**config.mk**
```make
export PLATFORM = sky130hd
export DESIGN_NAME = bus_transfer_controller_flat
export DESIGN_NICKNAME = d
export VERILOG_FILES = /design/src/rtl/bus_transfer_controller_if.sv /design/src/rtl/bus_transfer_controller.sv /design/src/flat_wrapper.sv
export SDC_FILE = /design/constraint.sdc
export NUM_CORES = 1
export LEC_CHECK = 0
export CAP_MARGIN = 20
export CORE_ASPECT_RATIO = 0.8
export CORE_UTILIZATION = 40
export DETAILED_ROUTE_END_ITERATION = 10
export GPL_TIMING_DRIVEN = 0
export PLACE_DENSITY = 0.63
export SLEW_MARGIN = 15
export SYNTH_ARGS = -nofsm -noshare
export SYNTH_HDL_FRONTEND = slang
export SYNTH_SLANG_ARGS = --single-unit
```
**constraint.sdc**
```tcl
create_clock -name clk -period 3 [get_ports clk]
set_input_delay 0.6 -clock clk [delete_from_list [all_inputs] [get_ports clk]]
set_output_delay 0.6 -clock clk [all_outputs]
set_load 0.02 [all_outputs]
```
**src/rtl/bus_transfer_controller_if.sv**
```systemverilog
// rtl/bus_transfer_controller_if.sv - command handshake and register-bus strobe bundle
//
// Groups the move-command handshake with the strobes that steer the shared
// 16-bit register bus.
//   cmd_valid/cmd_src/cmd_dst : move command from the requester
//   cmd_ready                 : controller can take a command this cycle
//   reg_en                    : one-hot (or zero) register output-enables
//   ext_en                    : external bus driver output-enable
//   reg_set                   : one-hot (or zero) register set strobes
//   busy/done/err             : status, done and err are one-cycle pulses
// The controller side uses modport slave, the requester/bench uses master.
interface bus_transfer_controller_if #(
  parameter int NREGS = 4,
  parameter int IDXW  = $clog2(NREGS + 1)
);
  logic             cmd_valid;
  logic [IDXW-1:0]  cmd_src;
  logic [IDXW-1:0]  cmd_dst;
  logic             cmd_ready;
  logic [NREGS-1:0] reg_en;
  logic             ext_en;
  logic [NREGS-1:0] reg_set;
  logic             busy;
  logic             done;
  logic             err;

  modport master (
    output cmd_valid, cmd_src, cmd_dst,
    input  cmd_ready, reg_en, ext_en, reg_set, busy, done, err
  );

  modport slave (
    input  cmd_valid, cmd_src, cmd_dst,
    output cmd_ready, reg_en, ext_en, reg_set, busy, done, err
  );
endinterface

```
**src/rtl/bus_transfer_controller.sv**
```systemverilog
// rtl/bus_transfer_controller.sv - sequencer for moves on the shared tri-state register bus
//
// Accepts move commands {src, dst}, buffers up to two in a FIFO and runs each
// as DRIVE / LATCH / HOLD: the source enable is high for all three cycles and
// the destination set strobe only in LATCH, so the bus is stable around the
// capture edge. Source NREGS is the external driver.
// Ports:
//   clk   : rising-edge clock
//   rst_n : asynchronous active-low reset
//   bus   : command handshake and bus strobes (slave side)
// All outputs except cmd_ready are registered; cmd_ready decodes the
// registered queue count.
module bus_transfer_controller #(
  parameter int NREGS = 4,
  parameter int IDXW  = $clog2(NREGS + 1)
) (
  input  logic                     clk,
  input  logic                     rst_n,
  bus_transfer_controller_if.slave bus
);

  localparam logic [IDXW-1:0] EXT_IDX = IDXW'(NREGS);

  typedef enum logic [1:0] {IDLE, DRIVE, LATCH, HOLD} state_t;

  state_t state, state_next;

  // Two-entry command FIFO
  logic [IDXW-1:0] q_src [2];
  logic [IDXW-1:0] q_dst [2];
  logic            wr_ptr, rd_ptr;
  logic [1:0]      count, count_next;

  // Transfer currently on the bus
  logic [IDXW-1:0] cur_src, cur_dst, cur_src_next, cur_dst_next;

  logic accept, legal, push, can_take, take, fifo_push, fifo_pop, active;

  logic [NREGS-1:0] reg_en_next, reg_set_next;
  logic             ext_en_next, done_next, err_next, busy_next;

  assign bus.cmd_ready = (count < 2'd2);

  // Handshake, legality and queue bookkeeping
  always_comb begin
    accept   = bus.cmd_valid && bus.cmd_ready;
    legal    = (bus.cmd_dst < EXT_IDX) && (bus.cmd_src <= EXT_IDX) &&
               (bus.cmd_src != bus.cmd_dst);
    push     = accept && legal;
    can_take = (state == IDLE) || (state == HOLD);
    // An arriving command may be taken straight into the transfer register
    // when the FIFO is empty; this gives DRIVE in the cycle after acceptance.
    take      = can_take && ((count != 2'd0) || push);
    fifo_pop  = take && (count != 2'd0);
    fifo_push = push && !(take && (count == 2'd0));
    count_next = count + 2'(fifo_push) - 2'(fifo_pop);

    cur_src_next = cur_src;
    cur_dst_next = cur_dst;
    if (take) begin
      if (fifo_pop) begin
        cur_src_next = q_src[rd_ptr];
        cur_dst_next = q_dst[rd_ptr];
      end else begin
        cur_src_next = bus.cmd_src;
        cur_dst_next = bus.cmd_dst;
      end
    end
  end

  // FSM state register
  always_ff @(posedge clk or negedge rst_n) begin
    if (!rst_n) begin
      state <= IDLE;
    end else begin
      state <= state_next;
    end
  end

  // FSM next state
  always_comb begin
    state_next = state;
    case (state)
      IDLE:    state_next = take ? DRIVE : IDLE;
      DRIVE:   state_next = LATCH;
      LATCH:   state_next = HOLD;
      HOLD:    state_next = take ? DRIVE : IDLE;
      default: state_next = IDLE;
    endcase
  end

  // FSM outputs, decoded from the next state so they can be registered
  always_comb begin
    active       = (state_next != IDLE);
    reg_en_next  = '0;
    reg_set_next = '0;
    for (int i = 0; i < NREGS; i++) begin
      reg_en_next[i]  = active && (cur_src_next == IDXW'(i));
      reg_set_next[i] = (state_next == LATCH) && (cur_dst_next == IDXW'(i));
    end
    ext_en_next = active && (cur_src_next == EXT_IDX);
    done_next   = (state_next == HOLD);
    err_next    = accept && !legal;
    busy_next   = active || (count_next != 2'd0);
  end

  // Queue pointers, count and transfer register
  always_ff @(posedge clk or negedge rst_n) begin
    if (!rst_n) begin
      wr_ptr  <= 1'b0;
      rd_ptr  <= 1'b0;
      count   <= 2'd0;
      cur_src <= '0;
      cur_dst <= '0;
    end else begin
      if (fifo_push) wr_ptr <= ~wr_ptr;
      if (fifo_pop)  rd_ptr <= ~rd_ptr;
      count   <= count_next;
      cur_src <= cur_src_next;
      cur_dst <= cur_dst_next;
    end
  end

  // FIFO storage carries no control meaning, so it is left unreset
  always_ff @(posedge clk) begin
    if (fifo_push) begin
      q_src[wr_ptr] <= bus.cmd_src;
      q_dst[wr_ptr] <= bus.cmd_dst;
    end
  end

  // Registered outputs
  always_ff @(posedge clk or negedge rst_n) begin
    if (!rst_n) begin
      bus.reg_en  <= '0;
      bus.ext_en  <= 1'b0;
      bus.reg_set <= '0;
      bus.done    <= 1'b0;
      bus.err     <= 1'b0;
      bus.busy    <= 1'b0;
    end else begin
      bus.reg_en  <= reg_en_next;
      bus.ext_en  <= ext_en_next;
      bus.reg_set <= reg_set_next;
      bus.done    <= done_next;
      bus.err     <= err_next;
      bus.busy    <= busy_next;
    end
  end

endmodule
```
**src/flat_wrapper.sv**
```systemverilog
// flat-port wrapper written by rule: the top's interface ports become plain ports
module bus_transfer_controller_flat 
#(
  parameter int NREGS = 4,
  parameter int IDXW  = $clog2(NREGS + 1)
)
  (clk, rst_n, bus_cmd_valid, bus_cmd_src, bus_cmd_dst, bus_cmd_ready, bus_reg_en, bus_ext_en, bus_reg_set, bus_busy, bus_done, bus_err);
  bus_transfer_controller_if #(.NREGS(NREGS), .IDXW(IDXW)) bus_i ();
  input  logic clk;
  input  logic rst_n;
  input wire logic [$bits(bus_i.cmd_valid)-1:0] bus_cmd_valid;
  input wire logic [$bits(bus_i.cmd_src)-1:0] bus_cmd_src;
  input wire logic [$bits(bus_i.cmd_dst)-1:0] bus_cmd_dst;
  output wire logic [$bits(bus_i.cmd_ready)-1:0] bus_cmd_ready;
  output wire logic [$bits(bus_i.reg_en)-1:0] bus_reg_en;
  output wire logic [$bits(bus_i.ext_en)-1:0] bus_ext_en;
  output wire logic [$bits(bus_i.reg_set)-1:0] bus_reg_set;
  output wire logic [$bits(bus_i.busy)-1:0] bus_busy;
  output wire logic [$bits(bus_i.done)-1:0] bus_done;
  output wire logic [$bits(bus_i.err)-1:0] bus_err;
  assign bus_i.cmd_valid = bus_cmd_valid;
  assign bus_i.cmd_src = bus_cmd_src;
  assign bus_i.cmd_dst = bus_cmd_dst;
  assign bus_cmd_ready = bus_i.cmd_ready;
  assign bus_reg_en = bus_i.reg_en;
  assign bus_ext_en = bus_i.ext_en;
  assign bus_reg_set = bus_i.reg_set;
  assign bus_busy = bus_i.busy;
  assign bus_done = bus_i.done;
  assign bus_err = bus_i.err;
  bus_transfer_controller #(.NREGS(NREGS), .IDXW(IDXW)) u_core (.clk(clk), .rst_n(rst_n), .bus(bus_i));
endmodule
```
== Word-level counts from Yosys, hierarchy flattened ==
Memories as Yosys holds them, arrays and structs flattened.
Index checks and enable logic that the tools add are counted.

* Memories kept: 2
* Latch bits: 0
* Bits of input ports: 9
* Word-level logic and storage cells: 73
* Register bits after elaboration: 24
* Memory bits (writable): 12
* Memory bits (read-only): 0

{| class="wikitable"
|+ Memory list
! name !! words !! bits a word !! read ports !! clocked after Yosys merged registers in !! wr ports !! RTL line !! source
|-
| u_core.q_dst || 2 || 3 || 1 || 0 || 1 || bus_transfer_controller.sv:30 || <nowiki>logic [IDXW-1:0] q_dst [2];</nowiki>
|-
| u_core.q_src || 2 || 3 || 1 || 0 || 1 || bus_transfer_controller.sv:29 || <nowiki>logic [IDXW-1:0] q_src [2];</nowiki>
|}

* Divide/modulo/power cells: 0
* Multipliers: 0
* Multiplexer cells: 8
* Reductions and logical operators: 31
* Shift operators: 0
* Bitwise operators: 2
* Order comparisons: 3
* Add/subtract/negate cells: 2
* Equality and inequality tests: 13

{| class="wikitable"
|+ Operator list
! cell !! count
|-
| 1-bit logical AND || 18
|-
| 3-bit by 2-bit == test with 1-bit output, second input constant || 4
|-
| 3-bit two-way mux || 4
|-
| 2-bit == test, second input constant || 4
|-
| 3-bit by 1-bit == test with 1-bit output, second input constant || 2
|-
| 3-bit zero test || 2
|-
| 2-bit case mux with 3 select lines || 1
|-
| 2-bit nonzero test || 3
|-
| 2-bit zero test || 2
|-
| 3-bit == test, second input constant || 1
|-
| 3-bit <= comparator, second input constant || 1
|-
| 1-bit logical OR || 3
|-
| 3-bit less-than comparator, second input constant || 1
|-
| 1-bit two-way mux || 3
|-
| 3-bit inequality test || 1
|-
| 2-bit by 1-bit adder with 2-bit output || 1
|-
| 2-bit by 1-bit == test with 1-bit output, second input constant || 1
|-
| 1-bit zero test || 2
|-
| 2-bit less-than comparator, second input constant || 1
|-
| 1-bit NOT || 2
|-
| 2-bit OR reduction || 1
|-
| 2-bit by 1-bit subtractor with 2-bit output || 1
|}

== Longest topological paths before layout ==
* Depth in word-level cells: 13
* Mapped depth: 11
* Mapped depth without buffers: 11

== Worst setup path after synthesis ==
OpenSTA, ideal clock, no wires.

* Kind: input to register
* Start: in bus_cmd_dst[1]
* End: reg u_core.bus.busy
* Path buffers: 0
* Library setup time: 127 ps
* Stages: 10
* Arrival: 1969 ps
* Path slack: 905 ps
* Required time: 2873 ps
* Cell sequence: xor2_1 o21ai_0 o21a_1 a2111o_1 inv_1 ha_1 xnor2_1 xnor2_1 nor2_1 nand2_1

* Word-level cells in the longest chain between the ends: 13

{| class="wikitable"
|+ Ends and longest elaborated chain
! item !! RTL line !! source
|-
| from (decl) || flat_wrapper.sv:13 || <nowiki>input wire logic [$bits(bus_i.cmd_dst)-1:0] bus_cmd_dst;</nowiki>
|-
| 3-bit less-than comparator || bus_transfer_controller.sv:47 || <nowiki>legal = (bus.cmd_dst < EXT_IDX) && (bus.cmd_src <= EXT_IDX) &&</nowiki>
|-
| 1-bit logical AND || bus_transfer_controller.sv:47 ||
|-
| 1-bit logical AND * || bus_transfer_controller.sv:47 ||
|-
| 1-bit logical AND * || bus_transfer_controller.sv:49 || <nowiki>push = accept && legal;</nowiki>
|-
| 1-bit logical OR || bus_transfer_controller.sv:53 || <nowiki>take = can_take && ((count != 2'd0) || push);</nowiki>
|-
| 1-bit logical AND || bus_transfer_controller.sv:53 ||
|-
| 1-bit logical AND || bus_transfer_controller.sv:55 || <nowiki>fifo_push = push && !(take && (count == 2'd0));</nowiki>
|-
| 1-bit zero test || bus_transfer_controller.sv:55 ||
|-
| 1-bit logical AND || bus_transfer_controller.sv:55 ||
|-
| 2-bit by 1-bit adder with 2-bit output || bus_transfer_controller.sv:56 || <nowiki>count_next = count + 2'(fifo_push) - 2'(fifo_pop);</nowiki>
|-
| 2-bit by 1-bit subtractor with 2-bit output * || bus_transfer_controller.sv:56 ||
|-
| named net u_core.count_next[1] || bus_transfer_controller.sv:32 || <nowiki>logic [1:0] count, count_next;</nowiki>
|-
| 2-bit nonzero test * || bus_transfer_controller.sv:104 || <nowiki>busy_next = active || (count_next != 2'd0);</nowiki>
|-
| 1-bit logical OR * || bus_transfer_controller.sv:104 ||
|-
| named net u_core.busy_next || bus_transfer_controller.sv:40 || <nowiki>logic ext_en_next, done_next, err_next, busy_next;</nowiki>
|-
| to (signal assigned) || bus_transfer_controller.sv:147 || <nowiki>bus.busy <= busy_next;</nowiki>
|-
| to (decl) || bus_transfer_controller_if.sv:34 || <nowiki>output cmd_ready, reg_en, ext_en, reg_set, busy, done, err</nowiki>
|}

Mark *: on every way through the listed nets, which the timed path passes. The rest lies on a longest branch.
A chain may end at the register's enable or synchronous reset.

== Worst setup path after layout ==
* Start: in bus_cmd_src[1]
* End: mem u_core.q_dst[1][1] in the netlist's numbering (enable)

* Word-level cells in the longest chain between the ends: 11

{| class="wikitable"
|+ Ends and longest elaborated chain
! item !! RTL line !! source
|-
| from (decl) || flat_wrapper.sv:12 || <nowiki>input wire logic [$bits(bus_i.cmd_src)-1:0] bus_cmd_src;</nowiki>
|-
| 3-bit <= comparator || bus_transfer_controller.sv:47 ||
|-
| 1-bit logical AND || bus_transfer_controller.sv:47 ||
|-
| 1-bit logical AND * || bus_transfer_controller.sv:47 ||
|-
| 1-bit logical AND * || bus_transfer_controller.sv:49 ||
|-
| 1-bit logical OR || bus_transfer_controller.sv:53 ||
|-
| 1-bit logical AND || bus_transfer_controller.sv:53 ||
|-
| 1-bit logical AND || bus_transfer_controller.sv:55 ||
|-
| 1-bit zero test || bus_transfer_controller.sv:55 ||
|-
| 1-bit logical AND * || bus_transfer_controller.sv:55 ||
|-
| 1-bit two-way mux * || bus_transfer_controller.sv:126 || <nowiki>if (fifo_push) begin</nowiki>
|-
| 1-bit two-way mux (not written as such) * || bus_transfer_controller.sv:128 || <nowiki>q_dst[wr_ptr] <= bus.cmd_dst;</nowiki>
|-
| to (decl) || bus_transfer_controller.sv:30 ||
|}

Mark *: on every way between the ends. The rest lies on a longest branch, timed or not.

==> metrics <==
status=finished, final reports clean; First-pass DRT Iterations=4; initial antenna violation count=0; Post-Synthesis Cells=132; crit share post-route=91.3%; largest net degree at the start of global routing=25; Post-synth top flop=dfrtp_1; final worst slack=0.262 ns; DIE AREA=4280 um^2; max_slew headroom=52.9%; Core ar.=3830 um^2; routability cong.=0.749; sequential area share after synthesis=59.8%; CTS tree=yes; Syn Nets=145; VDD IR max=560 uV; R2R Path Start=u_core.state[0]; final wirelength=3050 um; Port Buf Inserts=21; worst reg2reg path endpoint=u_core.bus.busy; CP cell instances=clkdlybuf4s50_1 > xor2_1 > o21ai_0 > o21a_1 > a2111o_1 > nor2_1; minimum clock period=2.74 ns; Post-DP HPWL=2250 um; worst clock skew=0.00833 ns; Post-synth EDFFs=12; post-DR wirelength/cell=14.1 um; Final Hold Viols=0; total global routing overflow=0; CP max stage delay=0.60 ns; TritonCTS Sinks=36; Final Instance Area=2000 um^2; post-CTS resize count=0; Tot GR Track Use=16.6%; placed cell area=1890 um^2; CTS root buffer=clkbuf_8; area grow syn2layout=24.6%; Hold Crit Class=input port to async pin; total power=2.11 mW; antenna cells=0; Die Span Y=58.7 um; CP Class=input port to flop; Reg2Reg Setup Slack=0.50 ns; DRT antenna net count=0; syn avg cell area=12.2 um^2; crit-path max FO=6; IO Pins=22; vias in the first global route=1081; Post-synth ARST share=66.7%; clk buf depth=2; Starting DRT DRC Count=53; Req. time, crit path=2.92 ns; fmax=365 MHz; CTS H-Tree Depth=2; R2R cell count=11; Synth Area in XOR/XNOR=2.73%; Synth Cell Area=1610 um^2; unrepaired setup endpoints after global routing=false; Worst-path clk slew=0.07 ns; initial core utilization=42.0%; CP Launch Type=input port; MaxCap Viol Count=0; largest family of logic cells by synthesized area=simple AND/OR/NAND/NOR gates; CTS Hold Bufs=0; Yosys warnings=0; DRC violations left=0; power density cells=1050 nW/um^2; data arrival time of the critical path=2.66 ns; first-pass GRT wire length=5000 um; Worst Setup EP=u_core.q_dst[1][1]; Worst Setup End Kind=flop; Leak=0.827 nW; Compound-Gate Fraction of Synth Area=12.4%; cell row count=20; DR vias/cell=5.19; Slew Limit Fails=0; Post-Synth Adder-Cell Area=3.12%; Die X=72.9 um; Synth Area in Simple Gates=16.5%; #FFs+latches synth=36; layout cells sized above 1=9.94%; Setup Viol. Count Final=0; Nets=173; mux contribution to synthesized area=1.87%; vias=1122; Worst-Skew Late Latency=0.29 ns; Fill cells=368; Num CTS Buffers=5; CP max stage cell=clkdlybuf4s50_1; Setup Total Neg Slack=0 ns; post-CTS setup buffers=0; Netlist cell types=39; Critical path origin=bus_cmd_src[1]; Slew @ Worst Pin=0.699 ns; pre-CTS WS=0.0171 ns
per-layer routing:
metal,GRT usage (%),wire [um],share of wire (%),vias to the layer above
met2,26.0,1490,49,28
met5,0,0,0,-
met3,5.31,171,5.6,6
li1,-,-,-,542
met4,9.80,43,1.4,0
met1,20.2,1340,44,546
how the worst min path moves through the flow:
| stage | startpoint | to | cells past startpoint |
|---|---|---|---|
| finish | rst_n | u_core.bus.err | 1 |
| global route | rst_n | u_core.cur_dst[2] | 1 |
| CTS | u_core.wr_ptr | u_core.wr_ptr | 1 |
| detailed placement | u_core.wr_ptr | u_core.wr_ptr | 1 |
| global placement | u_core.wr_ptr | u_core.wr_ptr | 1 |
| floorplan | rst_n | u_core.bus.busy | 0 |
Yosys cell counts, types with 2 or more instances:
cell,n,area [um^2]
clkbuf_1,2,7.51
a31oi_2,2,25.0
nor2_1,11,41.3
inv_1,12,45.0
dfrtp_1,24,601
a211oi_1,4,30.0
nand2_1,4,15.0
edfxtp_1,12,360
and4bb_2,2,25.0
a31oi_1,4,25.0
xnor2_1,4,35.0
mux2i_1,3,30.0
nor4b_1,3,26.3
ha_1,4,50.1
nor2b_1,5,31.3
o21ai_0,8,40.0
a22oi_1,2,15.0
nand3_1,5,25.0
sequential cells by signal, indices dropped and copies added (netlist names), 2 cells and up:
signal and count:
u_core.cur_src 3, u_core.q_dst 6, u_core.bus.reg_set 4, u_core.count 2, u_core.cur_dst 3, u_core.bus.reg_en 4, u_core.q_src 6, u_core.state 2
stage by stage:
step	std cells	hold WS, ns	util (%)
6_report	216	0.289	52.3
5_1_grt	216	0.327	52.3
4_1_cts	216	0.505	52.4
3_5_place_dp	208	0.492	49.2
3_3_place_gp	208	0.481	49.2
2_1_floorplan	132	0.304	-
area by class of cell:
class                   count  area [um^2]  area share (%)
clock buffers               8          121            6.06
well taps                  55         68.8            3.44
flip-flops and latches     36          961            48.0
inverters                  12         45.0            2.25
multi-input cells          81          588            29.4
plain buffers               3         12.5           0.625
repair buffers             21          205            10.3
cell families (layout without fill, tap and decap cells):
family / Yosys count / after routing
compound gates: 27 / 27
mux: 3 / 3
xor+xnor: 5 / 5
buf+inv: 15 / 44
simple gates: 42 / 42
flops: 36 / 36
fa+ha+maj: 4 / 4
where the power goes:
| group | leakage (nW) | internal, mW | switching, mW |
|---|---|---|---|
| logic | 0.359 | 0.400 | 0.554 |
| clock network | 0.0627 | 0.260 | 0.168 |
| registers | 0.406 | 0.660 | 0.0691 |
| total | 0.827 | 1.32 | 0.791 |
worst max-delay path, delay by kind of cell:
| kind | cells | cell delay, ns |
|---|---|---|
| buffers and inverters | 1 | 0.60 |
| AO/OA/AOI/OAI | 3 | 0.68 |
| XOR/XNOR | 1 | 0.30 |
| AND/OR/NAND/NOR | 1 | 0.48 |
layout by cell type, fill, tap and decap left out, drive strengths merged, types with 2 or more instances in the layout:
| cell | netlist | final |
|---|---|---|
| a211oi | 4 | 4 |
| a22oi | 2 | 2 |
| a31oi | 6 | 6 |
| and4bb | 2 | 2 |
| buf | 1 | 2 |
| clkbuf | 2 | 10 |
| clkdlybuf4s50 | 0 | 20 |
| dfrtp | 24 | 24 |
| edfxtp | 12 | 12 |
| ha | 4 | 4 |
| inv | 12 | 12 |
| mux2i | 3 | 3 |
| nand2 | 4 | 4 |
| nand3 | 5 | 5 |
| nor2 | 12 | 12 |
| nor2b | 5 | 5 |
| nor4b | 4 | 4 |
| o21ai | 8 | 8 |
| xnor2 | 4 | 4 |
(Power assumes the default switching activity.)
